## src/rtl/ysyx_25040129_pkg.sv

```systemverilog
// Purpose: shared types and constants for the instruction fetch unit.
// Latency: n/a (declarations only).
// Backpressure: n/a.
package ysyx_25040129_pkg;

    localparam int unsigned XLEN = 32;

    localparam logic [XLEN-1:0] RESET_PC_DEFAULT = 32'h8000_0000;

    // addi x0, x0, 0
    localparam logic [XLEN-1:0] NOP = 32'h0000_0013;

    typedef enum logic [1:0] {
        ST_REQ  = 2'd0,
        ST_WAIT = 2'd1,
        ST_HOLD = 2'd2
    } ifu_state_e;

    // Fetch addresses are always word aligned.
    function automatic logic [XLEN-1:0] pc_align(input logic [XLEN-1:0] pc);
        return {pc[XLEN-1:2], 2'b00};
    endfunction

endpackage

```

## src/rtl/ysyx_25040129_pc_reg.sv

```systemverilog
// Purpose: program counter register with load enable.
// Latency: 1 cycle from d_i/en_i to q_o.
// Backpressure: none; holds its value while en_i is low.
module ysyx_25040129_pc_reg #(
    parameter int unsigned WIDTH     = 32,
    parameter logic [WIDTH-1:0] RESET_VAL = '0
) (
    input  logic             clk,
    input  logic             rst_n,
    input  logic             en_i,
    input  logic [WIDTH-1:0] d_i,
    output logic [WIDTH-1:0] q_o
);

    logic [WIDTH-1:0] pc_q;

    // Synchronous reset to the boot address, otherwise load when enabled.
    always_ff @(posedge clk) begin
        if (!rst_n) begin
            pc_q <= RESET_VAL;
        end else if (en_i) begin
            pc_q <= d_i;
        end
    end

    assign q_o = pc_q;

endmodule

```

## src/rtl/ysyx_25040129_ifu.sv

```systemverilog
// Purpose: instruction fetch unit, one outstanding fetch, redirect has top priority.
// Latency: request accepted in N, response N+1, inst_valid N+2 (one instruction per 3 cycles).
// Backpressure: holds inst/inst_pc stable while inst_ready is low; stalls fetching meanwhile.
module ysyx_25040129_ifu
    import ysyx_25040129_pkg::*;
#(
    parameter logic [XLEN-1:0] RESET_PC = RESET_PC_DEFAULT
) (
    input  logic            clk,
    input  logic            rst_n,
    output logic            imem_req_valid,
    input  logic            imem_req_ready,
    output logic [XLEN-1:0] imem_addr,
    input  logic            imem_rsp_valid,
    input  logic [XLEN-1:0] imem_rdata,
    output logic            inst_valid,
    input  logic            inst_ready,
    output logic [XLEN-1:0] inst,
    output logic [XLEN-1:0] inst_pc,
    input  logic            redirect_valid,
    input  logic [XLEN-1:0] redirect_pc
);

    ifu_state_e      state_q, state_d;
    logic            kill_q, kill_d;
    logic [XLEN-1:0] inst_q, inst_d;
    logic [XLEN-1:0] inst_pc_q, inst_pc_d;
    logic [XLEN-1:0] pc_q, pc_d;
    logic            pc_en;
    logic            req_vld;
    logic            inst_vld;

    ysyx_25040129_pc_reg #(
        .WIDTH     (XLEN),
        .RESET_VAL (pc_align(RESET_PC))
    ) u_pc_reg (
        .clk   (clk),
        .rst_n (rst_n),
        .en_i  (pc_en),
        .d_i   (pc_d),
        .q_o   (pc_q)
    );

    // Next-state, pc update and handshake outputs; redirect overrides everything.
    always_comb begin
        state_d   = state_q;
        kill_d    = kill_q;
        inst_d    = inst_q;
        inst_pc_d = inst_pc_q;
        pc_en     = 1'b0;
        pc_d      = pc_q;
        req_vld   = 1'b0;
        inst_vld  = 1'b0;

        if (redirect_valid) begin
            pc_en = 1'b1;
            pc_d  = pc_align(redirect_pc);
        end

        case (state_q)
            ST_REQ: begin
                req_vld = !redirect_valid;
                if (req_vld && imem_req_ready) begin
                    state_d = ST_WAIT;
                end
            end
            ST_WAIT: begin
                if (imem_rsp_valid) begin
                    // The outstanding fetch returns; a killed or redirected one is dropped.
                    kill_d = 1'b0;
                    if (!kill_q && !redirect_valid) begin
                        inst_d    = imem_rdata;
                        inst_pc_d = pc_q;
                        state_d   = ST_HOLD;
                    end else begin
                        state_d = ST_REQ;
                    end
                end else if (redirect_valid) begin
                    // Stay until the stale response drains so only one fetch is ever in flight.
                    kill_d = 1'b1;
                end
            end
            ST_HOLD: begin
                inst_vld = !redirect_valid;
                if (redirect_valid) begin
                    state_d = ST_REQ;
                end else if (inst_ready) begin
                    pc_en   = 1'b1;
                    pc_d    = pc_q + 32'd4;
                    state_d = ST_REQ;
                end
            end
            default: begin
                state_d = ST_REQ;
            end
        endcase
    end

    // State, kill flag and the instruction buffer with synchronous reset.
    always_ff @(posedge clk) begin
        if (!rst_n) begin
            state_q   <= ST_REQ;
            kill_q    <= 1'b0;
            inst_q    <= NOP;
            inst_pc_q <= '0;
        end else begin
            state_q   <= state_d;
            kill_q    <= kill_d;
            inst_q    <= inst_d;
            inst_pc_q <= inst_pc_d;
        end
    end

    assign imem_req_valid = rst_n & req_vld;
    assign inst_valid     = rst_n & inst_vld;
    assign imem_addr      = pc_align(pc_q);
    assign inst           = inst_q;
    assign inst_pc        = inst_pc_q;

endmodule

```

## config.mk

```make
export PLATFORM = sky130hd
export DESIGN_NAME = ysyx_25040129_ifu
export DESIGN_NICKNAME = d
export VERILOG_FILES = /design/src/rtl/ysyx_25040129_pkg.sv /design/src/rtl/ysyx_25040129_pc_reg.sv /design/src/rtl/ysyx_25040129_ifu.sv
export SDC_FILE = /design/constraint.sdc
export NUM_CORES = 1
export LEC_CHECK = 0
export BUFFER_PORTS_ARGS = -buffer_cell sky130_fd_sc_hd__buf_2
export CORE_UTILIZATION = 49
export DETAILED_ROUTE_END_ITERATION = 7
export MAX_ROUTING_LAYER = met4
export PLACE_DENSITY = 0.82
export SETUP_SLACK_MARGIN = 0.1
export SLEW_MARGIN = 15
export SYNTH_ARGS = -nofsm -noshare
export SYNTH_HDL_FRONTEND = slang
export SYNTH_SLANG_ARGS = --single-unit
```

## constraint.sdc

```tcl
create_clock -name clk -period 2.35 [get_ports clk]
set_clock_uncertainty 0.2 [all_clocks]
set_input_delay 0.1175 -clock clk [delete_from_list [all_inputs] [get_ports clk]]
set_output_delay 0.1175 -clock clk [all_outputs]
set_load 0.05 [all_outputs]
```

---- Word-level counts from Yosys, hierarchy flattened ----
Cells that the tools add are included.
storage, ports and cells
  memories kept ........................... 0
  latch bits .............................. 0
  bits in writable memories ............... 0
  output and inout bits ................... 98
  bits in registers ....................... 99
  ROM bits ................................ 0
cells by class
  bitwise operators ....................... 2
  add/subtract/negate cells ............... 1
  $mul .................................... 0
  reductions and logical operators ........ 9
  magnitude comparators ................... 0
  divide/modulo/power cells ............... 0
  equal/unequal tests ..................... 5
  shifts and indexed selects .............. 0
  muxes and demuxes ....................... 18
operators by type and width
  operator                 number
  $mux W32                 4
  $add A32 B3 Y32 const B  1
  $mux W2                  5
  $mux W1                  8
  $pmux W2 S3              1
  $reduce_and A3 Y1        2
  $ne A2 B2 Y1 const B     2
  $ne A3 B3 Y1 const B     1
  $and A1 B1 Y1            2
  $eq A2 B1 Y1 const B     1
  $eq A2 B2 Y1 const B     1
  $logic_and A1 B1 Y1      2
  $logic_not A1 Y1         2
  $logic_not A2 Y1         1
  $reduce_and A2 Y1        1
  $reduce_bool A2 Y1       1

---- Logic depth before layout (Yosys ltp) ----
Gate-level depths: netlist of the first run.
  depth after elaboration ................. 5
  depth in mapped cells ................... 6
  mapped depth without buffers ............ 5

---- By module ----
A second synthesis of the first run with hierarchy kept.
second synthesis, totals
  cells, all modules ...................... 601
  area total of the unflattened synthesis .. 4912.2 µm²
modules (own cells, without submodules)
  module                area each (µm²)  cells an instance  instances
  ysyx_25040129_ifu     3671.0           498                1
  ysyx_25040129_pc_reg  1241.2           103                1

---- Worst setup path before layout of the first run ----
OpenSTA, ideal clock, no wires.
  kind .................................... input port to output port
  start ................................... in redirect_valid
  end ..................................... out imem_req_valid
  data arrival time ....................... 1846 ps
  setup slack ............................. 187 ps
  data required time ...................... 2033 ps
  stages .................................. 5
  cells stage by stage .................... clkbuf_1 > clkinv_1 > clkbuf_1 > nand2_1 > nor3_1
between the ends
  longest elaborated chain between the ends .. 3
RTL lines
  item                line                      text
  start: declaration  ysyx_25040129_ifu.sv:20   input logic redirect_valid,
  $logic_not A1 Y1    ysyx_25040129_ifu.sv:62   req_vld = !redirect_valid;
  $mux W1             ysyx_25040129_ifu.sv:60   case (state_q)
  $and A1 B1 Y1       ysyx_25040129_ifu.sv:114  assign imem_req_valid = rst_n & req_vld;
  end: declaration    ysyx_25040129_ifu.sv:11   output logic imem_req_valid,
Every way passes these cells.

---- Worst setup path after layout of the first run ----
  start ................................... reg u_pc_reg.pc_q[18] (netlist: u_pc_reg.q_o[18])
  end ..................................... reg u_pc_reg.pc_q[27] (netlist: u_pc_reg.q_o[27])
between the ends
  longest elaborated chain between the ends .. 4
RTL lines
  item                      line                        text
  start: declaration        ysyx_25040129_pc_reg.sv:15  logic [WIDTH-1:0] pc_q;
  start signal: assignment  ysyx_25040129_pc_reg.sv:22  pc_q <= d_i;
  $add A32 B3 Y32           ysyx_25040129_ifu.sv:89     pc_d = pc_q + 32'd4;
  $mux W32                  ysyx_25040129_ifu.sv:87     end else if (inst_ready) begin
  $mux W32                  ysyx_25040129_ifu.sv:85     if (redirect_valid) begin
  $mux W32                  ysyx_25040129_ifu.sv:60
Every way passes these cells.
A chain may end at the register's enable or synchronous reset.

==> run_results.csv, run 1 <==
group,metric,value,unit
timing,timing.fmax,0.4537,GHz
routing,vias_per_cell,5.454,
floorplan,die_w,98.08,um
outcome,violations,"DRC",
synth,synth_area_leader_cell,"dfxtp_1",
finish,mostFrequentLayoutCells,"buf_2 (163), nand2_1 (145), dfxtp_1 (96)",
pwr,pwr-share-clk,34.2,%
critical_path,cp.arrival,2260,ps
clock_network,clk_pin_slew,110,ps
synth,synth_area_per_cell,8.239,um2
synth,ys_seq_elements,99,
critical_path,critPathLaunchType,"flop",
finish,fillers,689,
pwr,power.density,593.6,nW/um2
grt,grt_pass1_wl,20730,um
finish,antenna_cells,0,
synth,async_flop_share,0,%
routing,drtAntennaViolNets,0,
grt,antenna_found_initial,0,
timing,drv_slew,0,
pwr,p_sw,1.080,mW
clock_network,root_buffer,"clkbuf_8",
pwr,internal_power,2.590,mW
floorplan,die_h,98.08,um
synth,synth-warning-count,0,
floorplan,dieArea,9619,um2
floorplan,initial_utilization,51.12,%
clock_network,h-tree-depth,3,
synth,syn_area,4523,um2
clock_network,numCtsBuffers,9,
finish,final_common_cell,"buf_2",
timing,finalSetupViolCount,0,
finish,multiInputGateArea,2143,um2
routing,vias,4674,
critical_path,rr_endpoint,"u_pc_reg.q_o[27]$_SDFFE_PN0P_",
critical_path,critPathRequiredTime,2410,ps
timing,finalHoldViolations,0,
finish,final-seq-area,1986,um2
clock_network,clock_path_buffers,2,
pwr,p_leak,2.617,nW
critical_path,reg2reg_slack,150,ps
outcome,outcome,"complete, but fails checks",
finish,layout-drive-gt1-share,27.77,%
place,port_buffers,163,
pwr,ir_worst_vdd,0.3573,mV
timing,period_needed,2204,ps
critical_path,critical_path_class,"flop to flop",
floorplan,rows,34,
grt,overflow,0,
hold_path,hold_depth,4,
grt,grt_max_degree,65,
place,gp_congestion,0.8528,
routing,wirelength,12880,um
synth,synth_ff_type,"dfxtp_1",
finish,syn2layout_area_growth,36.65,%
finish,fin_nets,815,
routing,drtIter0Drc,185,
place,dp_hpwl,8341,um
routing,drt_pass1_iterations,7,
synth,synth_top_area_share,43.82,%
grt,grt_usage,27.34,%
finish,utilization,69.85,%
synth,ys_types,44,
pwr,power.share.combinational,16.8,%
clock_network,clkSinkCount,99,
routing,drt-wirelength-per-cell,15.03,um
critical_path,worstPathMaxFanout,12,
hold_path,hold-path-endpoint,"state_q[1]$_SDFFE_PN0P_",
hold_path,hold_class,"input pin to flop",
clock_network,cts_tree,"yes",
critical_path,reg2reg_depth,4,
floorplan,design.core.area,8848,um2
routing,drc_errors,19,
floorplan,io_pins,168,
synth,synth_top_cells_by_area,"dfxtp_1 (44%), nand2_1 (12%), a21boi_0 (10%)",
pwr,p_sw_share,29.42,%
pwr,seq_power_share,49.0,%
grt,grt_pass1_vias,4400,
critical_path,cp-end-kind,"flop",
timing,setup_tns,0,ps
synth,synth_edf_count,0,
synth,ys_seq_area_share,43.82,%
synth,synth_cells,549,
timing,grt_setup_unrepaired,"no",
clock_network,clkLatencyLatePin,370,ps
run,maxCapViolations,0,
hold_path,min-delay-start,"imem_req_ready",
critical_path,regToRegStartpoint,"u_pc_reg.q_o[18]$_SDFFE_PN0P_",
timing,period_share,93.80,%
state kept, by name (all words and copies together) (netlist names):
register	flops
state_q	2
u_pc_reg.q_o	32
kill_q	1
inst	32
inst_pc	32
how the worst max path moves through the flow:
| stage | to | cells after the start | slack [ps] | start |
|---|---|---|---|---|
| after floorplan | imem_req_valid | 5 | 190 | redirect_valid |
| after global placement | u_pc_reg.q_o[24]$_SDFFE_PN0P_ | 4 | 200 | u_pc_reg.q_o[16]$_SDFFE_PN0P_ |
| after detailed placement | u_pc_reg.q_o[27]$_SDFFE_PN0P_ | 4 | 130 | u_pc_reg.q_o[17]$_SDFFE_PN0P_ |
| after CTS | u_pc_reg.q_o[27]$_SDFFE_PN0P_ | 4 | 110 | u_pc_reg.q_o[17]$_SDFFE_PN0P_ |
| after global routing | u_pc_reg.q_o[27]$_SDFFE_PN0P_ | 4 | 110 | u_pc_reg.q_o[18]$_SDFFE_PN0P_ |
| final | u_pc_reg.q_o[27]$_SDFFE_PN0P_ | 4 | 150 | u_pc_reg.q_o[18]$_SDFFE_PN0P_ |
cell families after synthesis:
kind of cell               after synthesis  share of synthesized area, %
xor gates and xnor gates                 8                         1.549
other                                    1                       0.08291
DFF                                     99                         43.82
adders and majority gates                1                        0.2766
buffers and inverters                   74                         9.101
muxes                                    1                        0.2213
AOI/OAI and AO/OA                      133                         20.42
and+or+nand+nor                        232                         24.54
layout make-up:
type                    instances  share of cell area, %
clock buffers                   9                  2.004
clock inverters                 7                  1.700
inverters                       5                 0.3036
multi-input cells             377                  34.68
flip-flops and latches         99                  32.13
well taps                     108                  2.186
repair buffers                252                  27.00
power groups by stage:
stage	registers (mW)	logic (mW)	clock network (mW)
after floorplan	1.88	0.345	0
after global placement	1.83	0.507	0
after detailed placement	1.84	0.516	0
after CTS	1.80	0.607	1.28
after global routing	1.81	0.652	1.35
final	1.80	0.615	1.26
timing repair:
item | CTS | global route
hold buffers | 69 | 0
buffers inserted | 0 | 0
hold endpoints to repair | 70 | 0
resized for setup | 0 | 3
setup endpoints to repair | 0 | 10
critical path: stages (launching register included):
cell     delay, ps
dfxtp_1        460
nand4_2        200
or4_4          600
o31a_1         300
o311a_1        330
synthesized netlist by cell type (2+ instances only):
| cell type | number |
|---|---|
| nor3b_1 | 2 |
| and2_1 | 2 |
| o311a_1 | 5 |
| buf_2 | 2 |
| and3_1 | 4 |
| o21ai_0 | 27 |
| o31a_1 | 4 |
| or3_1 | 8 |
| nor2_1 | 4 |
| nor2b_1 | 2 |
| nand2b_1 | 8 |
| nor4_1 | 7 |
| or4_4 | 2 |
| xnor2_1 | 5 |
| clkbuf_1 | 33 |
| dfxtp_1 | 99 |
| a31oi_1 | 14 |
| xor2_1 | 3 |
| or4_1 | 8 |
| a21boi_0 | 61 |
| nand2_1 | 145 |
| a21oi_1 | 7 |
| and4_1 | 6 |
| nand4_1 | 7 |
| nand3_1 | 13 |
| inv_1 | 4 |
| nor3_1 | 8 |
| buf_4 | 33 |
| o31ai_1 | 8 |
| o211a_1 | 4 |
per-stage QoR:
| stage | power (mW) | instance area [um2] | setup slack [ps] | std cells | hold WS (ps) |
|---|---|---|---|---|---|
| 2_1_floorplan | 2.228 | 4527 | 186.8 | 550 | 41.81 |
| 3_3_place_gp | 2.338 | 5258 | 198.8 | 772 | 124.8 |
| 3_5_place_dp | 2.351 | 5258 | 131.7 | 772 | 137.7 |
| 4_1_cts | 3.682 | 6177 | 114.2 | 857 | 0.1566 |
| 5_1_grt | 3.809 | 6181 | 106.5 | 857 | 18.04 |
| 6_report | 3.669 | 6181 | 145.7 | 857 | 17.05 |
per-layer routing:
| layer | share of wire (%) | track usage [%] |
|---|---|---|
| met3 | 7.3 | 5.512 |
| met4 | 1.4 | 8.625 |
| met1 | 42 | 33.02 |
| met2 | 49 | 45.72 |
| met5 | 0 | - |
No activity file was read; power rests on OpenSTA's default activity.
==> run 2, diff against run 1 <==
- CORE_UTILIZATION: 49 -> 50
- PLACE_DENSITY: 0.82 -> 0.83
- clock period: 2.35 -> 2.8 ns (I/O delays scaled with it)
==> run 2 against run 1 <==
Compared with the run above: the flow now finishes without violations; cell count down 1.8%; largest power group unchanged; via count decreased by 1.8%; critical path type unchanged; highest routed layer unchanged; largest cell class unchanged; non-clock buffer count down 15; maximum frequency decreased by 4.9%; setup slack gained 340 ps.
==> run_results.csv, run 2 (synthesized netlist as in run 1, its figures left out) <==
group,metric,value,unit
floorplan,die_h,97.11,um
hold_path,hold_depth,4,
timing,relSlewSlack,54.06,%
timing,fin_ws,482.3,ps
routing,dr_wl_met3,787,um
clock_network,h-tree-depth,3,
finish,final_common_cell,"buf_2",
routing,drtAntennaViolNets,0,
pwr,p_leak,2.523,nW
finish,syn2layout_area_growth,32.64,%
clock_network,cts_tree,"yes",
pwr,power.density,479.0,nW/um2
critical_path,rr_endpoint,"u_pc_reg.q_o[21]$_SDFFE_PN0P_",
place,gp_congestion,0.7999,
clock_network,clock_path_buffers,2,
run,maxCapViolations,0,
routing,vias,4588,
critical_path,critPathRequiredTime,2880,ps
clock_network,clk_pin_slew,90,ps
critical_path,regToRegStartpoint,"state_q[1]$_SDFFE_PN0P_",
finish,antenna_cells,0,
critical_path,cp.arrival,2390,ps
timing,timing.fmax,0.4315,GHz
routing,drtIter0Drc,217,
finish,layoutNonFillerInstCount,842,
pwr,p_sw_share,29.75,%
pwr,power.share.combinational,17.0,%
routing,wirelength,12660,um
hold_path,hold-path-endpoint,"state_q[1]$_SDFFE_PN0P_",
critical_path,cp_slowest_stage_delay,670,ps
critical_path,cp_top_family,"simple AND/OR/NAND/NOR gates",
pwr,pwr-share-clk,30.2,%
timing,period_share,82.78,%
clock_network,cts_resized,0,
grt,grt_pass1_vias,4428,
routing,wl_met1,5249,um
floorplan,design.core.area,8721,um2
clock_network,root_buffer,"clkbuf_8",
floorplan,rows,34,
critical_path,critical_path_class,"flop to flop",
outcome,outcome,"complete, no violations",
finish,multiInputGateArea,2143,um2
critical_path,reg2reg_depth,4,
routing,vias_per_cell,5.449,
critical_path,critPathLaunchType,"flop",
routing,drc_errors,0,
critical_path,cp_slowest_cell,"or4_4",
finish,fillers,679,
floorplan,die_w,97.11,um
timing,grt_setup_unrepaired,"no",
timing,max_slew.worst_pin.slew,689.1,ps
hold_path,min-delay-start,"imem_req_ready",
finish,mostFrequentLayoutCells,"buf_2 (163), nand2_1 (145), dfxtp_1 (99)",
critical_path,cp-end-kind,"flop",
clock_network,clkSinkCount,99,
pwr,p_sw,854.9,uW
timing,finalSetupViolCount,0,
timing,period_needed,2318,ps
place,port_buffers,163,
hold_path,hold_class,"input pin to flop",
clock_network,clkLatencyLatePin,350,ps
routing,drt_pass1_iterations,4,
place,dp_hpwl,7927,um
floorplan,dieArea,9430,um2
floorplan,initial_utilization,51.87,%
timing,setup_tns,0,ps
critical_path,path_buf_inv,0,
critical_path,worstPathMaxFanout,15,
critical_path,path_cells,"nand2b_1, or4_4, or4_1, a31oi_1",
grt,overflow,0,
place,placed_area,5170,um2
timing,hold_ws,44.87,ps
floorplan,io_pins,168,
place,dpl.cell_count,762,
pwr,internal_power,2.019,mW
finish,fin_area,6000,um2
grt,antenna_found_initial,0,
clock_network,numCtsBuffers,9,
critical_path,reg2reg_slack,480,ps
clock_network,post_cts_buffers,0,
pwr,ir_worst_vdd,0.2674,mV
grt,grt_usage,27.73,%
timing,finalHoldViolations,0,
finish,fin_nets,800,
place,place_ws,505.6,ps
pwr,seq_power_share,52.7,%
routing,top_layer,"met4",
routing,drt-wirelength-per-cell,15.04,um
grt,grt_pass1_wl,21020,um
finish,final-seq-area,1982,um2
timing,drv_slew,0,
routing,dr_wl_met2,6418,um
grt,grt_max_degree,66,
finish,layout-drive-gt1-share,26.43,%
[run 2: worst max path at each step]
| stage | depth (start not counted) | endpoint | slack (ps) | from |
|---|---|---|---|---|
| after floorplan | 5 | imem_req_valid | 590 | redirect_valid |
| after global placement | 4 | u_pc_reg.q_o[27]$_SDFFE_PN0P_ | 570 | u_pc_reg.q_o[12]$_SDFFE_PN0P_ |
| after detailed placement | 4 | u_pc_reg.q_o[27]$_SDFFE_PN0P_ | 510 | u_pc_reg.q_o[12]$_SDFFE_PN0P_ |
| after CTS | 4 | u_pc_reg.q_o[21]$_SDFFE_PN0P_ | 480 | state_q[1]$_SDFFE_PN0P_ |
| after global routing | 4 | u_pc_reg.q_o[21]$_SDFFE_PN0P_ | 350 | state_q[1]$_SDFFE_PN0P_ |
| final | 4 | u_pc_reg.q_o[21]$_SDFFE_PN0P_ | 480 | state_q[1]$_SDFFE_PN0P_ |
[run 2: stage by stage]
step,total power [mW],utilization (%)
after floorplan,1.870,-
after global placement,1.949,59.28
after detailed placement,1.960,59.28
after CTS,2.896,68.79
after global routing,2.997,68.79
final,2.874,68.79
[run 2: timing repair]
action                                 4_1_cts  5_1_grt
hold buffers                                64        0
endpoints found under the hold margin       64        0
setup endpoints to repair                    0        0
[run 2: layout make-up]
| type | instances | area share [%] |
|---|---|---|
| Clock buffer | 12 | 2.586 |
| Sequential cell | 99 | 33.03 |
| Clock inverter | 4 | 0.5631 |
| Timing Repair Buffer | 237 | 25.53 |
| Tap cell | 108 | 2.252 |
| Inverter | 5 | 0.3128 |
| Multi-Input combinational cell | 377 | 35.72 |
[run 2: power by group through the flow]
stage | logic [mW] | registers, mW | clock network (mW)
after floorplan | 0.290 | 1.58 | 0
after global placement | 0.405 | 1.54 | 0
after detailed placement | 0.413 | 1.55 | 0
after CTS | 0.483 | 1.51 | 0.898
after global routing | 0.521 | 1.53 | 0.951
final | 0.490 | 1.52 | 0.868
[run 2: layer usage]
layer	track usage, %	vias up
met5	-	-
met3	4.532	18
met4	9.185	0
met2	47.78	165
met1	32.94	2168
li1	-	2237
[run 2: worst register-to-register path, stage by stage (launching register included)]
cell and delay, ps:
dfxtp_1 560, nand2b_1 150, or4_4 670, or4_1 500
a31oi_1 180
==> run 3, diff against run 2 <==
- CORE_UTILIZATION: 50 -> 45
- PLACE_DENSITY: 0.83 -> 0.79
- clock period: 2.8 -> 1.9 ns (I/O delays scaled with it)
==> run 3 against run 2 <==
Compared with the run above: the run now ends with setup timing left; non-clock buffer count grew 81; sequential share of layout area shrank 6.1 points; register-to-register slack lost 580 ps; worst hold slack gained 26 ps; critical endpoint is now u_pc_reg.q_o[23]$_SDFFE_PN0P_; power grew 71%; largest cell class unchanged; flip-flop and latch count is the same; critical path depth grew 1; largest power group unchanged; highest routed layer unchanged; combinational power grew 100%; maximum frequency grew 16%.
==> run_results.csv, run 3 (synthesized netlist as in run 1, its figures left out) <==
group,metric,value,unit
finish,utilization,76.23,%
clock_network,h-tree-depth,3,
pwr,ir_worst_vdd,0.4722,mV
grt,grt_pass1_vias,4527,
pwr,p_leak,3.317,nW
timing,period_needed,2001,ps
floorplan,die_w,102.3,um
critical_path,path_cells,"nand4_1, or4_4, buf_6, or3_1, a31oi_1",
clock_network,numCtsBuffers,9,
timing,timing.fmax,0.4998,GHz
routing,vias_per_cell,5.546,
critical_path,reg2reg_slack,-100,ps
grt,antenna_found_initial,0,
timing,drv_slew,0,
grt,grt_usage,26.95,%
run,maxCapViolations,0,
hold_path,hold_class,"input pin to flop",
hold_path,min-delay-start,"redirect_valid",
floorplan,initial_utilization,46.27,%
floorplan,die_h,102.3,um
timing,max_slew.worst_pin.slew,547.7,ps
floorplan,design.core.area,9774,um2
timing,setup_tns,-624.6,ps
critical_path,critPathLaunchType,"flop",
pwr,power.density,659.5,nW/um2
place,gp_congestion,0.8144,
clock_network,clock_path_buffers,2,
finish,layout-drive-gt1-share,43.03,%
hold_path,hold_depth,4,
finish,syn2layout_area_growth,64.73,%
critical_path,cp-end-kind,"flop",
outcome,outcome,"complete, but fails checks",
critical_path,critPathRequiredTime,2000,ps
finish,antenna_cells,0,
clock_network,clkLatencyLatePin,370,ps
critical_path,cp_slowest_stage_delay,620,ps
routing,drc_errors,0,
timing,fin_ws,-101.0,ps
grt,grt_max_degree,65,
floorplan,io_pins,168,
routing,drt_pass1_iterations,6,
finish,final_common_cell,"buf_2",
routing,vias,5274,
critical_path,critical_path_class,"flop to flop",
hold_path,hold-path-endpoint,"kill_q$_SDFFE_PN0P_",
outcome,violations,"setup timing",
timing,grt_setup_unrepaired,"yes",
finish,fin_nets,884,
grt,overflow,0,
routing,drtAntennaViolNets,0,
critical_path,cp.arrival,2100,ps
floorplan,dieArea,10460,um2
clock_network,clk_pin_slew,100,ps
clock_network,clkSinkCount,99,
timing,relSlewSlack,63.15,%
timing,finalSetupViolCount,11,
clock_network,root_buffer,"clkbuf_8",
timing,period_share,105.3,%
place,port_buffers,163,
critical_path,rr_endpoint,"u_pc_reg.q_o[23]$_SDFFE_PN0P_",
critical_path,reg2reg_depth,5,
critical_path,regToRegStartpoint,"u_pc_reg.q_o[6]$_SDFFE_PN0P_",
clock_network,cts_tree,"yes",
critical_path,worstPathMaxFanout,6,
finish,mostFrequentLayoutCells,"buf_2 (161), nand2_1 (113), dfxtp_1 (82)",
floorplan,rows,36,
routing,drtIter0Drc,489,
routing,wirelength,17410,um
routing,drt-wirelength-per-cell,18.31,um
critical_path,cp_slowest_cell,"or4_4",
grt,grt_pass1_wl,21380,um
timing,finalHoldViolations,0,
place,dp_hpwl,8524,um
finish,fillers,660,
## run 3: cell count changes in the layout (fill, tap and decap cells not counted), sizes merged
| cell | before | now |
|---|---|---|
| buf | 173 | 239 |
| bufinv | 0 | 3 |
| clkbuf | 12 | 23 |
| clkinv | 3 | 2 |
| clkinvlp | 1 | 0 |
| dlygate4sd3 | 64 | 68 |
| inv | 5 | 4 |
| or4 | 10 | 13 |
## run 3: what timing repair did
item | CTS | global route
setup endpoints to repair | 83 | 84
hold buffers | 66 | 2
pin swaps | 21 | 52
hold endpoints to repair | 66 | 1
setup buffers | 6 | 16
gates cloned | 3 | 13
gates resized for setup | 15 | 149
## run 3: worst max-delay path by stage
stage                                  startpoint                             to  slack [ps]  cells after the start
finish               u_pc_reg.q_o[6]$_SDFFE_PN0P_  u_pc_reg.q_o[23]$_SDFFE_PN0P_        -100                      5
global route         u_pc_reg.q_o[3]$_SDFFE_PN0P_  u_pc_reg.q_o[31]$_SDFFE_PN1P_        -190                      6
CTS                  u_pc_reg.q_o[2]$_SDFFE_PN0P_  u_pc_reg.q_o[15]$_SDFFE_PN0P_         -40                      5
detailed placement   u_pc_reg.q_o[7]$_SDFFE_PN0P_  u_pc_reg.q_o[20]$_SDFFE_PN0P_        -110                      6
global placement    u_pc_reg.q_o[14]$_SDFFE_PN0P_  u_pc_reg.q_o[27]$_SDFFE_PN0P_         -80                      4
floorplan           u_pc_reg.q_o[11]$_SDFFE_PN0P_  u_pc_reg.q_o[26]$_SDFFE_PN0P_        -110                      5
## run 3: stage by stage
stage | instances | setup slack [ps] | power (mW) | instance area (um2) | hold WS, ps
4_1_cts | 920 | -41.60 | 4.776 | 6635 | -161.6
5_1_grt | 951 | -187.5 | 5.084 | 7451 | 69.21
3_3_place_gp | 829 | -77.21 | 2.950 | 5580 | 103.6
6_report | 951 | -101.0 | 4.914 | 7451 | 70.89
2_1_floorplan | 550 | -109.2 | 2.765 | 4589 | 19.31
3_5_place_dp | 829 | -111.8 | 2.966 | 5580 | 108.6
## run 3: layout make-up
type | instances | area (um2) | area share [%]
multi-input combinational | 380 | 2511 | 33.70
timing repair buffer | 318 | 2489 | 33.40
sequential | 99 | 2006 | 26.92
tap | 133 | 166.4 | 2.233
clock buffer | 12 | 165.2 | 2.217
clock inverter | 4 | 95.09 | 1.276
inverter | 5 | 18.77 | 0.2519
## run 3: critical path, delay by kind of cell (launching register included)
kind | cells | cell delay [ps]
simple gates | 3 | 1110
compound gates | 1 | 130
buf+inv | 1 | 150
flops | 1 | 350
## run 3: layer usage
metal  track usage [%]  part of all wire, %  up-vias
met2             45.17                   49      314
met3             5.882                  8.0       34
met5                 -                    0        -
li1                  -                    -     2421
met1             31.61                   41     2505
met4             9.890                  1.8        0
## run 3: report_power, final
group / total, mW / internal, mW / switching, mW / leakage [nW]
registers: 2.21 / 2.15 / 0.0593 / 0.812
logic: 0.984 / 0.407 / 0.577 / 2.37
clock network: 1.72 / 0.981 / 0.743 / 0.133
